--- config.mk ---
export PLATFORM = sky130hd
export DESIGN_NAME = fp_align_stage
export DESIGN_NICKNAME = d
export VERILOG_FILES = /design/src/rtl/fp_align_stage.sv
export SDC_FILE = /design/constraint.sdc
export NUM_CORES = 1
export LEC_CHECK = 0
export CAP_MARGIN = 20
export CORE_MARGIN = 3
export CORE_UTILIZATION = 40
export CTS_BUF_LIST = sky130_fd_sc_hd__clkbuf_16
export CTS_CLUSTER_SIZE = 14
export DETAILED_ROUTE_END_ITERATION = 8
export PLACE_DENSITY_LB_ADDON = 0.3
export SLEW_MARGIN = 25
export SYNTH_ARGS = -nofsm -noshare
export SYNTH_HDL_FRONTEND = slang
export SYNTH_SLANG_ARGS = --single-unit
--- constraint.sdc ---
create_clock -name clk -period 11 [get_ports clk]
set_input_delay 1.1 -clock clk [delete_from_list [all_inputs] [get_ports clk]]
set_output_delay 1.1 -clock clk [all_outputs]
set_load 0.005 [all_outputs]
--- src/rtl/fp_align_stage.sv ---
// Exponent-alignment stage of the single-precision FP adder.
// Restores the hidden bits and orders the operands by magnitude. The smaller
// significand is shifted right a few positions per cycle, with guard, round
// and sticky bits kept. The aligned pair is then held on a valid/ready
// handshake until the downstream stage takes it.
module fp_align_stage #(
    parameter int SHIFT_PER_CYCLE = 4
) (
    input  logic        clk,
    input  logic        reset,
    input  logic        in_valid,
    output logic        in_ready,
    input  logic        signA,
    input  logic        signB,
    input  logic [7:0]  exponentA,
    input  logic [7:0]  exponentB,
    input  logic [22:0] mantissaA,
    input  logic [22:0] mantissaB,
    output logic        out_valid,
    input  logic        out_ready,
    output logic        out_sign_l,
    output logic        out_sign_s,
    output logic [7:0]  out_exp,
    output logic [26:0] out_mant_l,
    output logic [26:0] out_mant_s,
    output logic        out_swap,
    output logic        out_special
);

    localparam logic [4:0] STEP      = 5'(SHIFT_PER_CYCLE);
    localparam logic [4:0] MAX_SHIFT = 5'd27;

    typedef enum logic [1:0] {IDLE, SHIFT, DONE} state_t;

    state_t      state_reg;
    logic [4:0]  rem_reg;

    logic        hid_a, hid_b;
    logic [7:0]  eff_a, eff_b;
    logic [26:0] sig_a, sig_b;
    logic        a_ge_b;
    logic [7:0]  exp_l, exp_s, diff;
    logic [4:0]  dc;
    logic        special;

    logic [4:0]  step_n;
    logic [26:0] shifted, lost_mask, shift_next;

    // Unpack both operands, pick the larger magnitude and clamp the shift distance
    always_comb begin
        hid_a   = (exponentA != 8'd0);
        hid_b   = (exponentB != 8'd0);
        eff_a   = hid_a ? exponentA : 8'd1;
        eff_b   = hid_b ? exponentB : 8'd1;
        sig_a   = {hid_a, mantissaA, 3'b000};
        sig_b   = {hid_b, mantissaB, 3'b000};
        // Ties go to A so that equal magnitudes never report a swap
        a_ge_b  = {eff_a, sig_a} >= {eff_b, sig_b};
        exp_l   = a_ge_b ? eff_a : eff_b;
        exp_s   = a_ge_b ? eff_b : eff_a;
        diff    = exp_l - exp_s;
        // Beyond 27 positions every significand bit lands in the sticky bit
        dc      = (diff > 8'd27) ? MAX_SHIFT : diff[4:0];
        special = (exponentA == 8'hFF) || (exponentB == 8'hFF);
    end

    // One partial right shift of the smaller significand, folding lost bits into sticky
    always_comb begin
        step_n     = (rem_reg < STEP) ? rem_reg : STEP;
        shifted    = out_mant_s >> step_n;
        lost_mask  = ~(27'h7FF_FFFF << step_n);
        shift_next = {shifted[26:1], shifted[0] | (|(out_mant_s & lost_mask))};
    end

    // Control FSM and result registers; the outputs double as the working registers
    always_ff @(posedge clk) begin
        if (reset) begin
            state_reg   <= IDLE;
            rem_reg     <= 5'd0;
            in_ready    <= 1'b1;
            out_valid   <= 1'b0;
            out_sign_l  <= 1'b0;
            out_sign_s  <= 1'b0;
            out_exp     <= 8'd0;
            out_mant_l  <= 27'd0;
            out_mant_s  <= 27'd0;
            out_swap    <= 1'b0;
            out_special <= 1'b0;
        end else begin
            case (state_reg)
                IDLE: begin
                    if (in_valid) begin
                        out_sign_l  <= a_ge_b ? signA : signB;
                        out_sign_s  <= a_ge_b ? signB : signA;
                        out_mant_l  <= a_ge_b ? sig_a : sig_b;
                        out_mant_s  <= a_ge_b ? sig_b : sig_a;
                        out_swap    <= ~a_ge_b;
                        out_special <= special;
                        out_exp     <= special ? 8'hFF : exp_l;
                        rem_reg     <= dc;
                        in_ready    <= 1'b0;
                        if (special || (dc == 5'd0)) begin
                            state_reg <= DONE;
                            out_valid <= 1'b1;
                        end else begin
                            state_reg <= SHIFT;
                        end
                    end
                end
                SHIFT: begin
                    if (rem_reg == MAX_SHIFT) begin
                        // Full-width shift collapses to sticky in a single cycle
                        out_mant_s <= {26'd0, |out_mant_s};
                        rem_reg    <= 5'd0;
                        state_reg  <= DONE;
                        out_valid  <= 1'b1;
                    end else begin
                        out_mant_s <= shift_next;
                        rem_reg    <= rem_reg - step_n;
                        if (rem_reg == step_n) begin
                            state_reg <= DONE;
                            out_valid <= 1'b1;
                        end
                    end
                end
                DONE: begin
                    if (out_ready) begin
                        state_reg <= IDLE;
                        out_valid <= 1'b0;
                        in_ready  <= 1'b1;
                    end
                end
                default: begin
                    state_reg <= IDLE;
                    out_valid <= 1'b0;
                    in_ready  <= 1'b1;
                end
            endcase
        end
    end

endmodule
==> results of run 1 <==
==> worst max-delay path: stages <==
cell and delay [ps]:
clkdlybuf4s50_1 480, or4_4 580, nor2_4 150, or2_4 150
inv_1 50, ha_1 350, nand4_1 150, nor4_2 340
a211oi_1 160, and2_1 230, nand2_1 70, buf_4 430
nand2_1 130, a2bb2oi_1 150, ha_1 260, a2bb2oi_1 180
o211ai_1 140, a31oi_1 230, xor2_1 350, nand2_2 140
o31a_1 310
==> synth_stat cells (all sizes together) (2+ instances only) <==
master	n	area share
nand2	170	0.11
nor2	86	0.058
dfxtp	72	0.25
a21oi	68	0.061
clkbuf	58	0.037
mux2i	36	0.062
ha	35	0.075
inv	35	0.023
a311oi	32	0.048
nor3	32	0.027
o211ai	26	0.033
o21ai	26	0.022
a31oi	16	0.017
and2	11	0.012
nand4	11	0.012
nor4	11	0.013
a211oi	10	0.013
mux2	9	0.018
buf	8	0.0077
nand3	8	0.0069
nor2b	8	0.0086
nand2b	7	0.0075
a2bb2oi	4	0.0060
o31a	4	0.0060
a21o	3	0.0039
a221oi	3	0.0056
or2	3	0.0037
or4	3	0.0052
xor2	3	0.0045
a22o	2	0.0030
and3	2	0.0021
conb	2	0.0013
nor4b	2	0.0030
or3	2	0.0021
==> power groups by stage <==
stage	clock (W)	sequential [W]	combinational (W)
after floorplan	0	0.000362	0.000346
after global placement	0	0.000378	0.000540
after detailed placement	0	0.000376	0.000544
after CTS	0.000330	0.000372	0.000547
after global routing	0.000339	0.000381	0.000613
final	0.000324	0.000373	0.000549
==> how the worst max path moves through the flow <==
stage | cells past startpoint | startpoint | end | slack, ps
floorplan | 20 | exponentB[4] | state_reg[0] | 5650
global placement | 21 | exponentB[4] | state_reg[0] | 4880
detailed placement | 21 | exponentB[4] | state_reg[0] | 4780
CTS | 21 | exponentB[4] | state_reg[0] | 5120
global route | 21 | exponentB[4] | state_reg[0] | 4670
finish | 21 | exponentB[4] | state_reg[0] | 5090
==> logic make-up (layout without fill, tap and decap cells) <==
group	Yosys count	count (layout)	synth area share
buffers and inverters	101	190	0.0676
AOI/OAI and AO/OA	207	207	0.244
adders and majority gates	35	35	0.0751
DFF	72	72	0.247
xor gates and xnor gates	4	4	0.00601
muxes	45	45	0.0798
and+or+nand+nor	361	361	0.279
other	2	5	0.00129
==> layout make-up <==
cell class                      instances  area share
Multi-Input combinational cell        657       0.535
Sequential cell                        72       0.192
Timing Repair Buffer                  139       0.183
Clock buffer                            9      0.0300
Tap cell                              180      0.0300
Inverter                               35      0.0175
Clock inverter                          7      0.0127
==> per-stage QoR <==
step / power [W] / utilization / area, um2 / cells / hold WS, ps
after detailed placement: 0.000921 / 0.511 / 7180 / 1083 / 450
after CTS: 0.00125 / 0.534 / 7500 / 1099 / 461
after global routing: 0.00133 / 0.534 / 7500 / 1099 / 493
after global placement: 0.000918 / 0.511 / 7180 / 1083 / 442
final: 0.00125 / 0.534 / 7500 / 1099 / 457
after floorplan: 0.000709 / - / 5840 / 830 / 448
==> metal layers <==
metal,track usage,wire [um],vias to the layer above
met4,0.0707,242,0
li1,-,-,3120
met5,0,0,-
met1,0.337,8760,2869
met3,0.0324,1190,14
met2,0.323,7770,221
==> flow_summary.json, run 1 <==
{
  "status": "complete, no violations",
  "yosysWarnings": 0,
  "r2r_cells": 6,
  "yosysSeqAreaShare": 0.247,
  "vias": 6224,
  "grt_pass1_wl_mm": 29.6,
  "setup_viol": 0,
  "regToRegSetupSlack_ps": 8130,
  "grt_max_degree": 76,
  "nNetsFinal": 1017,
  "switching_share": 0.390,
  "cts-htree-levels": 3,
  "gp_congestion": 0.916,
  "ant_nets": 0,
  "finalHoldViolations": 0,
  "fp-row-count": 43,
  "fmax_mhz": 169,
  "clk-insertion-delay-late_ps": 350,
  "largest_reg_flops": 27,
  "die_h_um": 127,
  "io_pins": 136,
  "fin_setup_tns_ps": 0,
  "initial_core_util": 0.415,
  "required_ps": 11230,
  "track_usage": 0.223,
  "skew_ps": 11.0,
  "dieWidth_um": 127,
  "remaining_drc_errors": 0,
  "clk_pin_slew_worst_paths_ps": 50,
  "drt_wl_total_mm": 18.0,
  "worstPathArrival_ps": 6140,
  "critPathKind": "input pin to register",
  "gr-total-overflow": 0,
  "holdPathEnd": "out_mant_l[26]",
  "cts_hold_buf": 0,
  "avgRoutedWirePerCell_um": 16.3,
  "startpoint_type": "input pin",
  "switching_power_w": 0.000487,
  "seqCellArea_um2": 1440,
  "viasPerCell": 5.66,
  "worst-path-max-fanout": 45,
  "slew_headroom": 0.320,
  "max-cap-violations": 0,
  "internal_power_w": 0.000760,
  "cts.sinks": 72,
  "r2r-end": "state_reg[1]",
  "regMostFlops": "out_mant_s",
  "dpl.hpwl_mm": 12.8,
  "clk_path_buf_depth": 2,
  "coreArea_um2": 14000,
  "crit_path_end_kind": "register",
  "areaGrowthSynthToFinish_pct": 28.6,
  "synth_edf_count": 0,
  "avgSynthCellArea_um2": 7.05,
  "dieArea_um2": 16100,
  "final.min_clock_period_ps": 5910,
  "syn_area_um2": 5830,
  "power.density_nw_per_um2": 166,
  "cts_root_buffer": "clkbuf_16",
  "cts_resized": 0,
  "ys_async_sr_fraction": 0,
  "first_global_vias": 5692,
  "drv_slew": 0,
  "tightest_slew_ps": 1020,
  "clockPowerShare": 0.260,
  "hold_class": "register to register",
  "multi_input_area_um2": 4010,
  "layout_commonest_cell": "nand2_1",
  "finalCritPeriodShare": 0.537,
  "synth_cells": 827,
  "cts-buffers-inserted": 9,
  "drt-initial-drc-count": 589,
  "cts_tree": "yes",
  "ys_ff_latch": 72,
  "antenna_found_initial": 0,
  "ys_types": 65,
  "combPwrFrac": 0.441,
  "port_buffers": 132,
  "layout-drive-gt1-share": 0.0577,
  "vdd_drop_max_mv": 0.0757,
  "r2r-start": "state_reg[0]",
  "diodes": 0,
  "power_frac_seq": 0.299,
  "p_leak_nw": 2.90,
  "hold_depth": 2,
  "min_from": "out_mant_l[26]",
  "timing.final.ws_setup_ps": 5090,
  "rsz0062_at_grt": "false",
  "firstDrtPassIters": 5,
  "n_fill_cell": 1347,
  "cts_setup_buffers": 0,
  "post-place-ws_ps": 4780,
  "synth_ff_type": "dfxtp_1",
  "top_regs": "out_mant_s x27, out_mant_l x24, out_exp x8",
  "mostFrequentLayoutCells": "nand2_1, clkdlybuf4s50_1, nor2_1"
}
No activity file was read; power rests on OpenSTA's default activity.
==> inputs of run 2 (changes only) <==
==> constraint.sdc (replaced) <==
create_clock -name clk -period 4.85 [get_ports clk]
set_input_delay 0.485 -clock clk [delete_from_list [all_inputs] [get_ports clk]]
set_output_delay 0.485 -clock clk [all_outputs]
set_load 0.005 [all_outputs]
==> run 2 against run 1 <==
  * Design area up 2.2%
  * First-iteration DRC count fell by 20%
  * Routed wire length increased by 2.5%
  * Combinational power grew 130%
  * Clock power increased by 120%
  * Via count rose by 1.3%
  * Total power rose by 130%
  * Clock skew shrank 5.0 ps
  * Register-to-register slack got worse by 6200 ps
  * Clock-buffer cell count did not move
  * Final cell count is 2.1% higher
  * Critical endpoint unchanged
==> flow_summary.json, run 2 (same netlist as run 1, synthesis figures left out) <==
{
  "status": "complete, no violations",
  "drv_slew": 0,
  "startpoint_type": "input pin",
  "crit_path_cell_trace": "clkdlybuf4s50_1 -> or4_4 -> nor2_4 -> or2_4 -> inv_1 -> ha_1 -> nand4_1 -> nor4_2 -> nand2_2 -> a21o_1 -> nand2_1 -> nand2_1 -> a2bb2oi_1 -> ha_1 -> a2bb2oi_1 -> o211ai_1 -> a31oi_1 -> xor2_1 -> nand2_2 -> o31a_1",
  "gp_congestion": 0.912,
  "diodes": 0,
  "max-cap-violations": 0,
  "cts_root_buffer": "clkbuf_16",
  "cts_resized": 0,
  "first_global_vias": 5761,
  "place_inst": 1106,
  "vias": 6308,
  "io_pins": 136,
  "areaGrowthSynthToFinish_pct": 31.5,
  "skew_ps": 5.98,
  "grt_pass1_wl_mm": 29.6,
  "clk_path_buf_depth": 2,
  "slowest_delay_ps": 570,
  "dieWidth_um": 127,
  "cts-htree-levels": 3,
  "cp_slowest_cell": "or4_4",
  "drt_wl_total_mm": 18.4,
  "cts_setup_buffers": 0,
  "largest_reg_flops": 27,
  "final_cell_count_no_fill": 1122,
  "hold_depth": 2,
  "ant_nets": 0,
  "antenna_found_initial": 0,
  "cts_hold_buf": 0,
  "cp.depth": 20,
  "port_buffers": 132,
  "rsz0062_at_grt": "false",
  "crit_buf_inv": 2,
  "top_regs": "out_mant_s x27, out_mant_l x24, out_exp x8",
  "grt_max_degree": 45,
  "layout_commonest_cell": "nand2_1",
  "required_ps": 5080,
  "drt-initial-drc-count": 469,
  "clk-insertion-delay-late_ps": 340,
  "cts.sinks": 72,
  "layout-drive-gt1-share": 0.0786,
  "regMostFlops": "out_mant_s",
  "path_delay_family": "simple AND/OR/NAND/NOR gates",
  "hold_class": "register to register",
  "clk_pin_slew_worst_paths_ps": 60,
  "fmax_mhz": 222,
  "viasPerCell": 5.62,
  "critPathKind": "input pin to register",
  "firstDrtPassIters": 5,
  "dieArea_um2": 16100,
  "nNetsFinal": 1040,
  "fin_setup_tns_ps": 0,
  "r2r_cells": 6,
  "gr-total-overflow": 0,
  "cts_tree": "yes",
  "worst-path-max-fanout": 5,
  "power.density_nw_per_um2": 370,
  "coreArea_um2": 14000,
  "tightest_slew_ps": 1010,
  "vdd_drop_max_mv": 0.175,
  "die_h_um": 127,
  "p_leak_nw": 3.01,
  "cts-buffers-inserted": 9,
  "worstPathArrival_ps": 4750,
  "slew_headroom": 0.324,
  "remaining_drc_errors": 0,
  "avgRoutedWirePerCell_um": 16.4,
  "track_usage": 0.223,
  "dpl.hpwl_mm": 13.5,
  "final.min_clock_period_ps": 4510,
  "fp-row-count": 43,
  "initial_core_util": 0.415,
  "finalCritPeriodShare": 0.930,
  "setup_viol": 0,
  "finalHoldViolations": 0,
  "mostFrequentLayoutCells": "nand2_1, clkdlybuf4s50_1, nor2_1",
  "crit_path_end_kind": "register"
}
[run 2: power breakdown]
group / total, W / switching [W] / internal (W)
clock network: 0.000716 / 0.000269 / 0.000447
logic: 0.00127 / 0.000690 / 0.000580
registers: 0.000847 / 0.000139 / 0.000708
[run 2: layout make-up]
| type | instances | area [um2] |
|---|---|---|
| repair buffers | 162 | 1540 |
| clock inverters | 7 | 88.8 |
| well taps | 180 | 225 |
| flip-flops and latches | 72 | 1440 |
| clock buffers | 9 | 225 |
| fillers | 1360 | 6380 |
| multi-input cells | 657 | 4010 |
| inverters | 35 | 131 |
[run 2: worst reg2reg max path: stages, from the launching register on]
cell and delay (ps):
dfxtp_1 410, nor2b_1 770, nand2_1 670, a21oi_1 540, nor4b_1 110, a21oi_1 170
o21ai_0 100
[run 2: worst paths after layout]
| path | startpoint | endpoint | slack (ps) |
|---|---|---|---|
| hold / removal | out_mant_l[26] | out_mant_l[26] | 460 |
| setup reg to reg | state_reg[0] | out_valid | 1960 |
| setup / recovery | exponentB[4] | state_reg[0] | 340 |
| hold reg to reg | out_mant_l[26] | out_mant_l[26] | 460 |
[run 2: stage by stage]
stage                     area [um2]  utilization  hold WS [ps]  setup WS (ps)  total power (W)
after floorplan                 5840            -           448            111          0.00161
after CTS                       7660        0.546           468            377          0.00283
after global routing            7660        0.546           478           13.2          0.00301
final                           7660        0.546           463            338          0.00283
after global placement          7350        0.523           450            120          0.00210
after detailed placement        7350        0.523           461           28.3          0.00211
[run 2: per-layer routing]
metal  global-route usage  vias up  wire length, um
met2                0.334      223             8030
li1                     -     3161                -
met1                0.332     2905             9020
met4               0.0543        0              216
met5                    0        -                0
met3               0.0349       19             1140
==> inputs of run 3 (changes only) <==
--- a/config.mk
+++ b/config.mk
@@ -11,7 +11,7 @@
 export CTS_BUF_LIST = sky130_fd_sc_hd__clkbuf_16
 export CTS_CLUSTER_SIZE = 14
 export DETAILED_ROUTE_END_ITERATION = 8
-export PLACE_DENSITY_LB_ADDON = 0.3
+export PLACE_DENSITY = 0.67
 export SLEW_MARGIN = 25
 export SYNTH_ARGS = -nofsm -noshare
 export SYNTH_HDL_FRONTEND = slang
==> run 3 against run 2 <==
  * Clock-buffer cell count unchanged
  * Die area is the same
  * Via count down 1.6%
  * Critical endpoint unchanged
  * Highest routed layer unchanged
==> flow_summary.json, run 3 (same netlist as run 1, synthesis figures left out) <==
{
  "required_ps": 5080,
  "grt_pass1_wl_mm": 29.8,
  "coreArea_um2": 14000,
  "status": "complete, no violations",
  "cp_slowest_cell": "or4_4",
  "post-place-ws_ps": 48.9,
  "drt-initial-drc-count": 564,
  "first_global_vias": 5709,
  "initial_core_util": 0.415,
  "vdd_drop_max_mv": 0.184,
  "grt_max_degree": 71,
  "areaGrowthSynthToFinish_pct": 30.3,
  "layout-drive-gt1-share": 0.0745,
  "gp_congestion": 0.903,
  "cts-htree-levels": 3,
  "p_leak_nw": 2.97,
  "port_buffers": 132,
  "nNetsFinal": 1038,
  "worst-path-max-fanout": 5,
  "worstPathArrival_ps": 4660,
  "r2r_cells": 6,
  "cts_tree": "yes",
  "cts_hold_buf": 0,
  "r2r-start": "state_reg[0]",
  "tightest_slew_ps": 1020,
  "gr-total-overflow": 0,
  "finalCritPeriodShare": 0.914,
  "antenna_found_initial": 0,
  "fin_setup_tns_ps": 0,
  "dieArea_um2": 16100,
  "avgRoutedWirePerCell_um": 16.4,
  "dieWidth_um": 127,
  "rsz0062_at_grt": "false",
  "clk_pin_slew_worst_paths_ps": 50,
  "crit_path_end_kind": "register",
  "viasPerCell": 5.54,
  "setup_viol": 0,
  "finalHoldViolations": 0,
  "critPathKind": "input pin to register",
  "utilization": 0.541,
  "r2r-end": "state_reg[1]",
  "drt_wl_total_mm": 18.4,
  "cts-buffers-inserted": 9,
  "remaining_drc_errors": 0,
  "power_w": 0.00271,
  "largest_reg_flops": 27,
  "top_regs": "out_mant_s x27, out_mant_l x24, out_exp x8",
  "power.density_nw_per_um2": 357,
  "startpoint_type": "input pin",
  "clk_path_buf_depth": 2,
  "final.min_clock_period_ps": 4430,
  "cts_setup_buffers": 0,
  "fmax_mhz": 226,
  "crit_path_cell_trace": "clkdlybuf4s50_1 -> or4_4 -> nor2_4 -> or2_4 -> inv_1 -> ha_1 -> nand4_1 -> nor4_2 -> a211oi_1 -> and2_1 -> nand2_1 -> nand2_1 -> a2bb2oi_1 -> ha_1 -> a2bb2oi_1 -> o211ai_1 -> a31oi_1 -> xor2_1 -> nand2_2 -> o31a_1",
  "dpl.hpwl_mm": 13.1,
  "slowest_delay_ps": 530,
  "cts_root_buffer": "clkbuf_16",
  "mostFrequentLayoutCells": "nand2_1, clkdlybuf4s50_1, nor2_1",
  "timing.final.ws_setup_ps": 417,
  "cts_resized": 0,
  "track_usage": 0.225,
  "layout_commonest_cell": "nand2_1",
  "holdPathEnd": "in_ready",
  "cts.sinks": 72,
  "diodes": 0,
  "place_area_um2": 7340,
  "drv_slew": 0,
  "hold_class": "input pin to register",
  "regToRegSetupSlack_ps": 2050,
  "vias": 6207,
  "skew_ps": 4.86,
  "die_h_um": 127,
  "fp-row-count": 43,
  "hold_depth": 3,
  "clk-insertion-delay-late_ps": 340,
  "regMostFlops": "out_mant_s",
  "slew_headroom": 0.317,
  "postLayoutCellArea_um2": 7590,
  "max-cap-violations": 0,
  "io_pins": 136,
  "min_from": "reset",
  "ant_nets": 0,
  "firstDrtPassIters": 5
}
## run 3: worst max path at each step
stage / startpoint / end / depth (start not counted)
2_1_floorplan: exponentB[4] / state_reg[0] / 20
3_3_place_gp: exponentB[7] / state_reg[0] / 20
3_5_place_dp: exponentB[7] / state_reg[0] / 20
4_1_cts: exponentB[7] / state_reg[0] / 20
5_1_grt: exponentB[7] / state_reg[1] / 20
6_report: exponentB[7] / state_reg[0] / 20
## run 3: area by class of cell
class / instances / area (um2)
flip-flops and latches: 72 / 1440
well taps: 180 / 225
clock inverters: 7 / 31.3
fillers: 1350 / 6450
multi-input cells: 657 / 4010
inverters: 35 / 131
repair buffers: 160 / 1530
clock buffers: 9 / 225
## run 3: report_power, final
group | internal (W) | total, W | switching, W
registers | 0.000708 | 0.000845 | 0.000136
clock network | 0.000336 | 0.000597 | 0.000261
logic | 0.000576 | 0.00127 | 0.000690
## run 3: layer usage
layer,wire length (um),global-route usage
met1,8930,0.333
met2,7790,0.315
met3,1370,0.0581
met4,284,0.0738
met5,0,0
## run 3: stage by stage
stage | cells | hold WS [ps]
6_report | 1120 | 403
4_1_cts | 1120 | 390
5_1_grt | 1120 | 409
2_1_floorplan | 830 | 448
3_5_place_dp | 1104 | 452
3_3_place_gp | 1104 | 450
## run 3: worst max-delay path: cells and delay by family
family,cells,cell delay (ps)
xor+xnor,1,330
buf+inv,2,530
simple gates,9,1740
compound gates,6,1110
fa+ha+maj,2,480
